<file path="src/rtl/fir_mac_if.sv">
// Handshake and read-port bundle between the FIR MAC engine and its
// coefficient/delay-chain source and output register stage.
interface fir_mac_if #(
  parameter int DATA_W  = 16,
  parameter int COEFF_W = 16,
  parameter int OUT_W   = 16,
  parameter int ADDR_W  = 4
);
  logic                      start;
  logic signed [DATA_W-1:0]  tap;
  logic signed [COEFF_W-1:0] coeff;
  logic [ADDR_W-1:0]         addr;
  logic                      busy;
  logic signed [OUT_W-1:0]   mac;
  logic                      valid;
  logic                      sat;

  modport master (
    output start, tap, coeff,
    input  addr, busy, mac, valid, sat
  );

  modport slave (
    input  start, tap, coeff,
    output addr, busy, mac, valid, sat
  );
endinterface

</file>
<file path="src/rtl/fir_mac_seq.sv">
// Sequential FIR multiply-accumulate: walks TAPS pairs, scales, saturates.
// Define FIR_MAC_ROUND_EN for round-half-up before the scaling shift.
module fir_mac_seq #(
  parameter int TAPS    = 10,
  parameter int DATA_W  = 16,
  parameter int COEFF_W = 16,
  parameter int OUT_W   = 16,
  parameter int SHIFT   = 15
) (
  input  logic      clk,
  input  logic      rst,
  fir_mac_if.slave  bus
);
  localparam int AW    = $clog2(TAPS);
  localparam int PW    = DATA_W + COEFF_W;
  localparam int ACC_W = PW + AW;
  localparam int SW    = ACC_W + 1;

  localparam logic [1:0] IDLE  = 2'd0;
  localparam logic [1:0] FETCH = 2'd1;
  localparam logic [1:0] DRAIN = 2'd2;
  localparam logic [1:0] DONE  = 2'd3;

  localparam logic signed [SW-1:0] MAXV =
    {{(SW-OUT_W+1){1'b0}}, {(OUT_W-1){1'b1}}};
  localparam logic signed [SW-1:0] MINV =
    {{(SW-OUT_W+1){1'b1}}, {(OUT_W-1){1'b0}}};

  logic [1:0]               state;
  logic [AW-1:0]            addr_q;
  logic                     rd_v;
  logic                     mul_v;
  logic                     drn;
  logic signed [PW-1:0]     prod;
  logic signed [ACC_W-1:0]  acc;
  logic signed [OUT_W-1:0]  mac_q;
  logic                     sat_q;

  logic signed [SW-1:0]     sum;
  logic signed [SW-1:0]     scaled;
  logic                     sat_hi;
  logic                     sat_lo;
  logic signed [OUT_W-1:0]  mac_d;

  // Final tap is folded in here so the result lands one cycle earlier
  always_comb begin
    sum = {acc[ACC_W-1], acc};
    if (mul_v)
      sum = sum + {{(SW-PW){prod[PW-1]}}, prod};
`ifdef FIR_MAC_ROUND_EN
    sum = sum + (SW'(1) <<< (SHIFT-1));
`endif
    scaled = sum >>> SHIFT;
    sat_hi = scaled > MAXV;
    sat_lo = scaled < MINV;
    mac_d  = scaled[OUT_W-1:0];
    if (sat_hi)
      mac_d = {1'b0, {(OUT_W-1){1'b1}}};
    else if (sat_lo)
      mac_d = {1'b1, {(OUT_W-1){1'b0}}};
  end

  always_ff @(posedge clk or posedge rst) begin
    if (rst) begin
      state  <= IDLE;
      addr_q <= '0;
      rd_v   <= 1'b0;
      mul_v  <= 1'b0;
      drn    <= 1'b0;
      prod   <= '0;
      acc    <= '0;
      mac_q  <= '0;
      sat_q  <= 1'b0;
    end else begin
      rd_v  <= (state == FETCH);
      mul_v <= rd_v;
      if (rd_v)
        prod <= bus.tap * bus.coeff;
      if (mul_v)
        acc <= acc + ACC_W'(prod);
      unique case (1'b1)
        (state == IDLE): begin
          if (bus.start) begin
            state  <= FETCH;
            addr_q <= '0;
            acc    <= '0;
            rd_v   <= 1'b0;
            mul_v  <= 1'b0;
          end
        end
        (state == FETCH): begin
          if (addr_q == AW'(TAPS-1)) begin
            state <= DRAIN;
            drn   <= 1'b0;
          end else begin
            addr_q <= addr_q + AW'(1);
          end
        end
        (state == DRAIN): begin
          if (drn) begin
            state <= DONE;
            mac_q <= mac_d;
            sat_q <= sat_hi | sat_lo;
          end else begin
            drn <= 1'b1;
          end
        end
        default: state <= IDLE;
      endcase
    end
  end

  assign bus.addr  = addr_q;
  assign bus.busy  = (state != IDLE);
  assign bus.valid = (state == DONE);
  assign bus.mac   = mac_q;
  assign bus.sat   = sat_q;
endmodule
</file>
<file path="src/flat_wrapper.sv">
// flat-port wrapper written by rule: the top's interface ports become plain ports
module fir_mac_seq_flat 
#(
  parameter int TAPS    = 10,
  parameter int DATA_W  = 16,
  parameter int COEFF_W = 16,
  parameter int OUT_W   = 16,
  parameter int SHIFT   = 15
)
  (clk, rst, bus_start, bus_tap, bus_coeff, bus_addr, bus_busy, bus_mac, bus_valid, bus_sat);
  fir_mac_if #(.DATA_W(DATA_W), .COEFF_W(COEFF_W), .OUT_W(OUT_W)) bus_i ();
  input  logic clk;
  input  logic rst;
  input wire logic [$bits(bus_i.start)-1:0] bus_start;
  input wire logic [$bits(bus_i.tap)-1:0] bus_tap;
  input wire logic [$bits(bus_i.coeff)-1:0] bus_coeff;
  output wire logic [$bits(bus_i.addr)-1:0] bus_addr;
  output wire logic [$bits(bus_i.busy)-1:0] bus_busy;
  output wire logic [$bits(bus_i.mac)-1:0] bus_mac;
  output wire logic [$bits(bus_i.valid)-1:0] bus_valid;
  output wire logic [$bits(bus_i.sat)-1:0] bus_sat;
  assign bus_i.start = bus_start;
  assign bus_i.tap = bus_tap;
  assign bus_i.coeff = bus_coeff;
  assign bus_addr = bus_i.addr;
  assign bus_busy = bus_i.busy;
  assign bus_mac = bus_i.mac;
  assign bus_valid = bus_i.valid;
  assign bus_sat = bus_i.sat;
  fir_mac_seq #(.TAPS(TAPS), .DATA_W(DATA_W), .COEFF_W(COEFF_W), .OUT_W(OUT_W), .SHIFT(SHIFT)) u_core (.clk(clk), .rst(rst), .bus(bus_i));
endmodule
</file>
<file path="config.mk">
export PLATFORM = sky130hd
export DESIGN_NAME = fir_mac_seq_flat
export DESIGN_NICKNAME = d
export VERILOG_FILES = /design/src/rtl/fir_mac_if.sv /design/src/rtl/fir_mac_seq.sv /design/src/flat_wrapper.sv
export SDC_FILE = /design/constraint.sdc
export NUM_CORES = 1
export LEC_CHECK = 0
export ABC_AREA = 1
export CAP_MARGIN = 30
export CORE_UTILIZATION = 45
export DETAILED_ROUTE_END_ITERATION = 8
export GPL_ROUTABILITY_DRIVEN = 0
export HOLD_SLACK_MARGIN = 0.03
export PLACE_DENSITY_LB_ADDON = 0.15
export SYNTH_ARGS = -nofsm -noshare
export SYNTH_HDL_FRONTEND = slang
export SYNTH_SLANG_ARGS = --single-unit
</file>
<file path="constraint.sdc">
create_clock -name clk -period 6.7 [get_ports clk]
set_clock_uncertainty 0.1 [all_clocks]
set_input_delay 1.34 -clock clk [delete_from_list [all_inputs] [get_ports clk]]
set_output_delay 1.34 -clock clk [all_outputs]
set_load 0.01 [all_outputs]
</file>
==> metrics.log, run 1 <==
[metrics] area of the multi-input gates: 12,500 µm²
[metrics] xor and xnor fraction of the mapped netlist area: 2.15%
[metrics] Area growth, synth to finish: 23.8%
[metrics] total number of cells along the worst setup path: 26
[metrics] vertical die dimension: 195 µm
[metrics] CTS HTree Levels: 3
[metrics] count of final hold-check violations: 0
[metrics] Initial Util: 45.7%
[metrics] combinational family with the most area after synthesis: adder cells
[metrics] critical path startpoint: bus_tap[1]
[metrics] multiplexer area fraction after synthesis: 0%
[metrics] placeable core area: 36,600 µm²
[metrics] data arrival time of the critical path: 6610 ps
[metrics] top-level I/O count: 58
[metrics] complex-gate fraction of the synthesized area: 7.55%
[metrics] synth warn: 0
[metrics] number of max-slew violations in the final report: 0
[metrics] EDFF count, synth: 0
[metrics] async set-reset flop share out of synthesis: 100%
[metrics] share of layout cells above drive strength 1: 20.0%
[metrics] leading cell type in the layout, fill and taps excluded: inv_1
[metrics] number of diodes: 0
[metrics] post-synthesis simple-gate area fraction: 20.6%
[metrics] Buf/Inv on CP: 9
[metrics] post-layout utilization of the core: 56.6%
[metrics] internal reg-to-reg setup slack: 3430 ps
[metrics] count of buffers inserted at the top-level ports: 57
[metrics] Via Count: 14,500
[metrics] fraction of the cycle the final worst path needs: 96.8%
[metrics] adder-cell share of the synthesized area: 40.8%
[metrics] share of Yosys cell area claimed by the top area cell type: 31.5%
[metrics] register clock-pin slew on the reported worst setup and hold paths: 60 ps
[metrics] maximum clock frequency: 154 MHz
[metrics] source of the worst register-to-register timing path: u_core.acc[0]
[metrics] final routed wirelength across all metal layers: 46.5 mm
[metrics] min Tclk post-route: 6490 ps
[metrics] capturing instance or port of the critical path: u_core.prod[17]
[metrics] vias in the first global route: 14,600
[metrics] global-route congestion overflow total: 0
[metrics] global-route wire length before repair: 74.9 mm
[metrics] FF/Latch Area: 2350 µm²
[metrics] kind of capture point of the worst setup path: flip-flop
[metrics] Final #Nets: 2,876
[metrics] class of the worst hold path: reg -> reg
[metrics] average routed wire per standard cell: 15.9 µm
[metrics] antenna violations before repair: 0
[metrics] number of synthesized register bits: 94
[metrics] max-capacitance violation count: 0
[metrics] Clock Latency Late Sink: 350 ps
[metrics] Vias per Instance: 4.97
[metrics] post-detailed-route DRC marker count: 0
[metrics] maximum number of buffers from clock root to sink: 2
[metrics] die outline width: 195 µm
[metrics] highest-count cells in the layout ignoring fill and taps: inv_1, nand2_1, fa_1
[metrics] maximum number of pins on one net before global-route repair: 60
[metrics] initial detailed-routing violation count: 787
[metrics] cell count of the worst reg-to-reg path: 18
[metrics] run status: finished, final reports clean
[metrics] dominant synthesized flop cell: dfrtp_1
[metrics] biggest area contributors in the synthesized netlist: fa_1, dfrtp_1, inv_1, nand2_1, ha_1
[metrics] Critical R2R Capture: u_core.bus.sat
[metrics] final instance area: 20,700 µm²
[metrics] measured slew at the worst slew-check pin: 910 ps
[metrics] TritonCTS Buffers: 9
[metrics] buffer cell driving the clock tree root: clkbuf_16
[metrics] largest fanout on the critical path: 4
[metrics] dpl hpwl: 37.3 mm
[metrics] number of standard cells after synthesis: 2,234
[metrics] delay of the slowest cell on the worst path: 540 ps
[metrics] mean post-synth cell area: 7.49 µm²
[metrics] All-Layer GR Usage: 24.8%
[metrics] sequential fraction of the synthesis area: 14.1%
[metrics] post-detailed-placement cell area: 19,200 µm²
[metrics] antenna viol nets, final: 0
[metrics] post-synthesis instance area: 16,700 µm²
[metrics] top cell type by total area after synthesis: fa_1
[metrics] startpoint kind of the worst setup timing path: input port
[metrics] area enclosed by the die boundary: 37,900 µm²
[metrics] setup violators final: 0
[metrics] number of search-and-repair iterations in the first detailed-routing pass: 6
[metrics] relative slew slack: 39.3%
[metrics] filler instances: 3,487
[metrics] CTS tree: done
[metrics] category of the critical setup timing path: in -> reg
[metrics] sinks on the clock net: 94
[metrics] family with the most delay on the worst path: adder cells
[metrics] total number of placement rows: 70
[metrics] Worst EP required: 6820 ps
[metrics] Slowest cell on crit path: fa_1
[metrics] synth unique cells: 41
[metrics] Synth Net Count: 2,656
per-stage QoR:
stage | hold slack (ps) | worst slack (ps) | setup TNS (ps) | cells
after floorplan | 346 | 1.61 | 0 | 2234
after global placement | 384 | -744 | -11260 | 2859
after detailed placement | 389 | -817 | -12710 | 2859
after CTS | 406 | 1.18 | 0 | 2903
after global routing | 427 | -20.7 | -36.5 | 2927
final | 401 | 212 | 0 | 2927
layer usage:
layer	part of all wire, %	vias to the layer above	GRT usage (%)
li1	-	7032	-
met1	45	7106	34.6
met2	48	340	42.3
met3	4.7	56	2.62
met4	1.8	0	4.05
met5	0	-	0
cell families after synthesis:
logic type / Yosys count
XOR/XNOR: 41
AO/OA/AOI/OAI: 221
buffers and inverters: 658
flip-flops: 94
AND/OR/NAND/NOR: 833
adder cells (fa/ha/maj): 387
how the worst min path moves through the flow:
stage / startpoint / end / depth (start not counted)
floorplan: u_core.prod[2] / u_core.prod[2] / 2
CTS: u_core.prod[22] / u_core.prod[22] / 2
global route: u_core.bus.mac[6] / u_core.bus.mac[6] / 2
detailed placement: u_core.prod[22] / u_core.prod[22] / 2
global placement: u_core.prod[22] / u_core.prod[22] / 2
finish: u_core.prod[22] / u_core.prod[22] / 2
synthesized netlist by cell type (all sizes together) (14+ instances only):
master  number
or2         21
a21oi      105
inv        580
ha         124
o21ai       68
clkbuf      73
xor2        29
o211ai      14
nor2       144
dfrtp       94
fa         263
nand3       58
nand2      582
worst reg2reg max path: stages (launching register included):
cell     delay (ps)
dfrtp_1         380
ha_1            240
fa_1            510
nand3_1         160
nand3_1         150
nand2_1         110
nand2_2          80
nand3_1          90
nand2_2          90
nand2_1         100
nand2_1          60
nand2_1          60
nand3_1          80
nand2_2         110
inv_1            50
nor2_2          100
nand2_2          70
a21oi_4         450
a21oi_1         130
area by class of cell:
cell class	instances	share of cell area, %
multi-input cells	1482	60.6
repair buffers	286	13.3
flip-flops and latches	94	11.4
inverters	581	10.6
well taps	468	2.83
clock buffers	11	1.12
clock inverters	5	0.278
repair_timing:
item | 4_1_cts | 5_1_grt
buffers inserted | 22 | 20
endpoints found under the setup margin | 16 | 19
resized for setup | 152 | 148
gates cloned | 6 | 6
hold buffers | 0 | 0
pin swaps | 100 | 122
registers in the layout (all words and copies together) (netlist names):
register	count
u_core.mul_v	1
u_core.rd_v	1
u_core.bus.sat	1
u_core.bus.mac	16
u_core.prod	32
u_core.drn	1
u_core.state	2
u_core.bus.addr	4
u_core.acc	36
Power of run 1 is not shown: default switching activity piles up to over one toggle a cycle in this logic, so the estimate is an artifact.
==> inputs of run 2 (changes only) <==
==> constraint.sdc (replaced) <==
create_clock -name clk -period 7.78 [get_ports clk]
set_clock_uncertainty 0.1 [all_clocks]
set_input_delay 1.556 -clock clk [delete_from_list [all_inputs] [get_ports clk]]
set_output_delay 1.556 -clock clk [all_outputs]
set_load 0.01 [all_outputs]
==> metrics.log, run 2 (synthesis gave the netlist of run 1 again) <==
[metrics] sinks on the clock net: 94
[metrics] Clock Latency Late Sink: 360 ps
[metrics] category of the critical setup timing path: in -> reg
[metrics] number of diodes: 0
[metrics] max-capacitance violation count: 0
[metrics] total negative slack for setup checks: 0 ps
[metrics] filler instances: 3,632
[metrics] vertical die dimension: 195 µm
[metrics] count of final hold-check violations: 0
[metrics] area enclosed by the die boundary: 37,900 µm²
[metrics] buffer cell driving the clock tree root: clkbuf_16
[metrics] data arrival time of the critical path: 7550 ps
[metrics] count of buffers inserted at the top-level ports: 57
[metrics] maximum clock frequency: 135 MHz
[metrics] setup repair bufs after CTS: 0
[metrics] startpoint kind of the worst setup timing path: input port
[metrics] number of search-and-repair iterations in the first detailed-routing pass: 5
[metrics] highest-count cells in the layout ignoring fill and taps: inv_1, nand2_1, fa_1
[metrics] Slowest cell on crit path: fa_1
[metrics] post-detailed-route DRC marker count: 0
[metrics] run status: finished, final reports clean
[metrics] dpl hpwl: 35.9 mm
[metrics] antenna viol nets, final: 0
[metrics] measured slew at the worst slew-check pin: 995 ps
[metrics] CTS tree: done
[metrics] vias in the first global route: 13,900
[metrics] global-route wire length before repair: 70.5 mm
[metrics] unrepaired setup endpoints after global routing: false
[metrics] top-level I/O count: 58
[metrics] average routed wire per standard cell: 15.1 µm
[metrics] final routed wirelength across all metal layers: 42.0 mm
[metrics] flip-flop count of the largest register, all copies and words added: 36
[metrics] global-route congestion overflow total: 0
[metrics] Worst Setup Slack post-DPL: -18.1 ps
[metrics] maximum number of buffers from clock root to sink: 2
[metrics] min Tclk post-route: 7410 ps
[metrics] die outline width: 195 µm
[metrics] class of the worst hold path: reg -> reg
[metrics] maximum number of pins on one net before global-route repair: 52
[metrics] Via Count: 13,500
[metrics] Vias per Instance: 4.88
[metrics] Initial Util: 45.7%
[metrics] Area growth, synth to finish: 11.5%
[metrics] Final #Nets: 2,719
[metrics] largest fanout on the critical path: 16
[metrics] delay of the slowest cell on the worst path: 540 ps
[metrics] setup violators final: 0
[metrics] total number of placement rows: 70
[metrics] CTS HTree Levels: 3
[metrics] register clock-pin slew on the reported worst setup and hold paths: 70 ps
[metrics] most flop-heavy register: u_core.acc
[metrics] number of max-slew violations in the final report: 0
[metrics] Worst EP required: 7920 ps
[metrics] fraction of the cycle the final worst path needs: 95.3%
[metrics] antenna violations before repair: 0
[metrics] relative slew slack: 33.6%
[metrics] leading cell type in the layout, fill and taps excluded: inv_1
[metrics] share of layout cells above drive strength 1: 7.78%
[metrics] TritonCTS Buffers: 9
[metrics] placeable core area: 36,600 µm²
[metrics] internal reg-to-reg setup slack: 4480 ps
[metrics] Worst Slack Setup Final: 369 ps
[metrics] All-Layer GR Usage: 23.2%
[metrics] kind of capture point of the worst setup path: flip-flop
[metrics] initial detailed-routing violation count: 776
run 2: changes by cell type in the layout (fill, tap and decap cells not counted), sizes merged:
cell           change
buf              -154
bufbuf             -3
clkbuf            -20
clkdlybuf4s15      -2
clkdlybuf4s50     +29
dlygate4sd2        -4
dlymetal6s2s       -5
inv                +2
run 2: what timing repair did:
item,4_1_cts,5_1_grt
setup endpoints to repair,0,3
gates resized for setup,0,4
hold buffers,0,0
run 2: routing by layer:
layer  track usage, %  vias to the layer above  share of wire, %
li1                 -                     6697                 -
met1             32.5                     6526                47
met2             38.9                      259                47
met3             2.22                       43               3.4
met4             5.42                        0               2.0
met5                0                        -                 0
run 2: per-stage QoR:
stage | area [µm²] | hold WS, ps | instances | utilization, %
global route | 18600 | 410 | 2770 | 50.9
floorplan | 16700 | 346 | 2234 | -
CTS | 18600 | 395 | 2770 | 50.9
detailed placement | 18300 | 376 | 2754 | 50.1
finish | 18600 | 391 | 2770 | 50.9
global placement | 18300 | 379 | 2754 | 50.1
run 2: worst paths after layout:
| kind | start | end | cells past startpoint |
|---|---|---|---|
| max in group asynchronous | rst | u_core.acc[3] | 3 |
| min in group asynchronous | rst | u_core.drn | 2 |
| min | u_core.prod[21] | u_core.prod[21] | 2 |
| min reg2reg | u_core.prod[21] | u_core.prod[21] | 2 |
| max | bus_coeff[6] | u_core.prod[19] | 26 |
| max reg2reg | u_core.acc[0] | u_core.bus.mac[14] | 18 |
run 2: area by class of cell:
type | count | area (µm²) | area share [%]
clock buffers | 9 | 225 | 1.21
clock inverters | 7 | 71.3 | 0.382
inverters | 581 | 2180 | 11.7
multi-input cells | 1482 | 11900 | 63.7
flip-flops and latches | 94 | 2350 | 12.6
well taps | 468 | 586 | 3.14
repair buffers | 129 | 1340 | 7.19
run 2: worst max-delay path: cells and delay by family:
family	cells	cell delay, ps
compound gates	6	1120
fa+ha+maj	7	3240
simple gates	6	730
buf+inv	7	860
Power of run 2 is left out for the same reason.
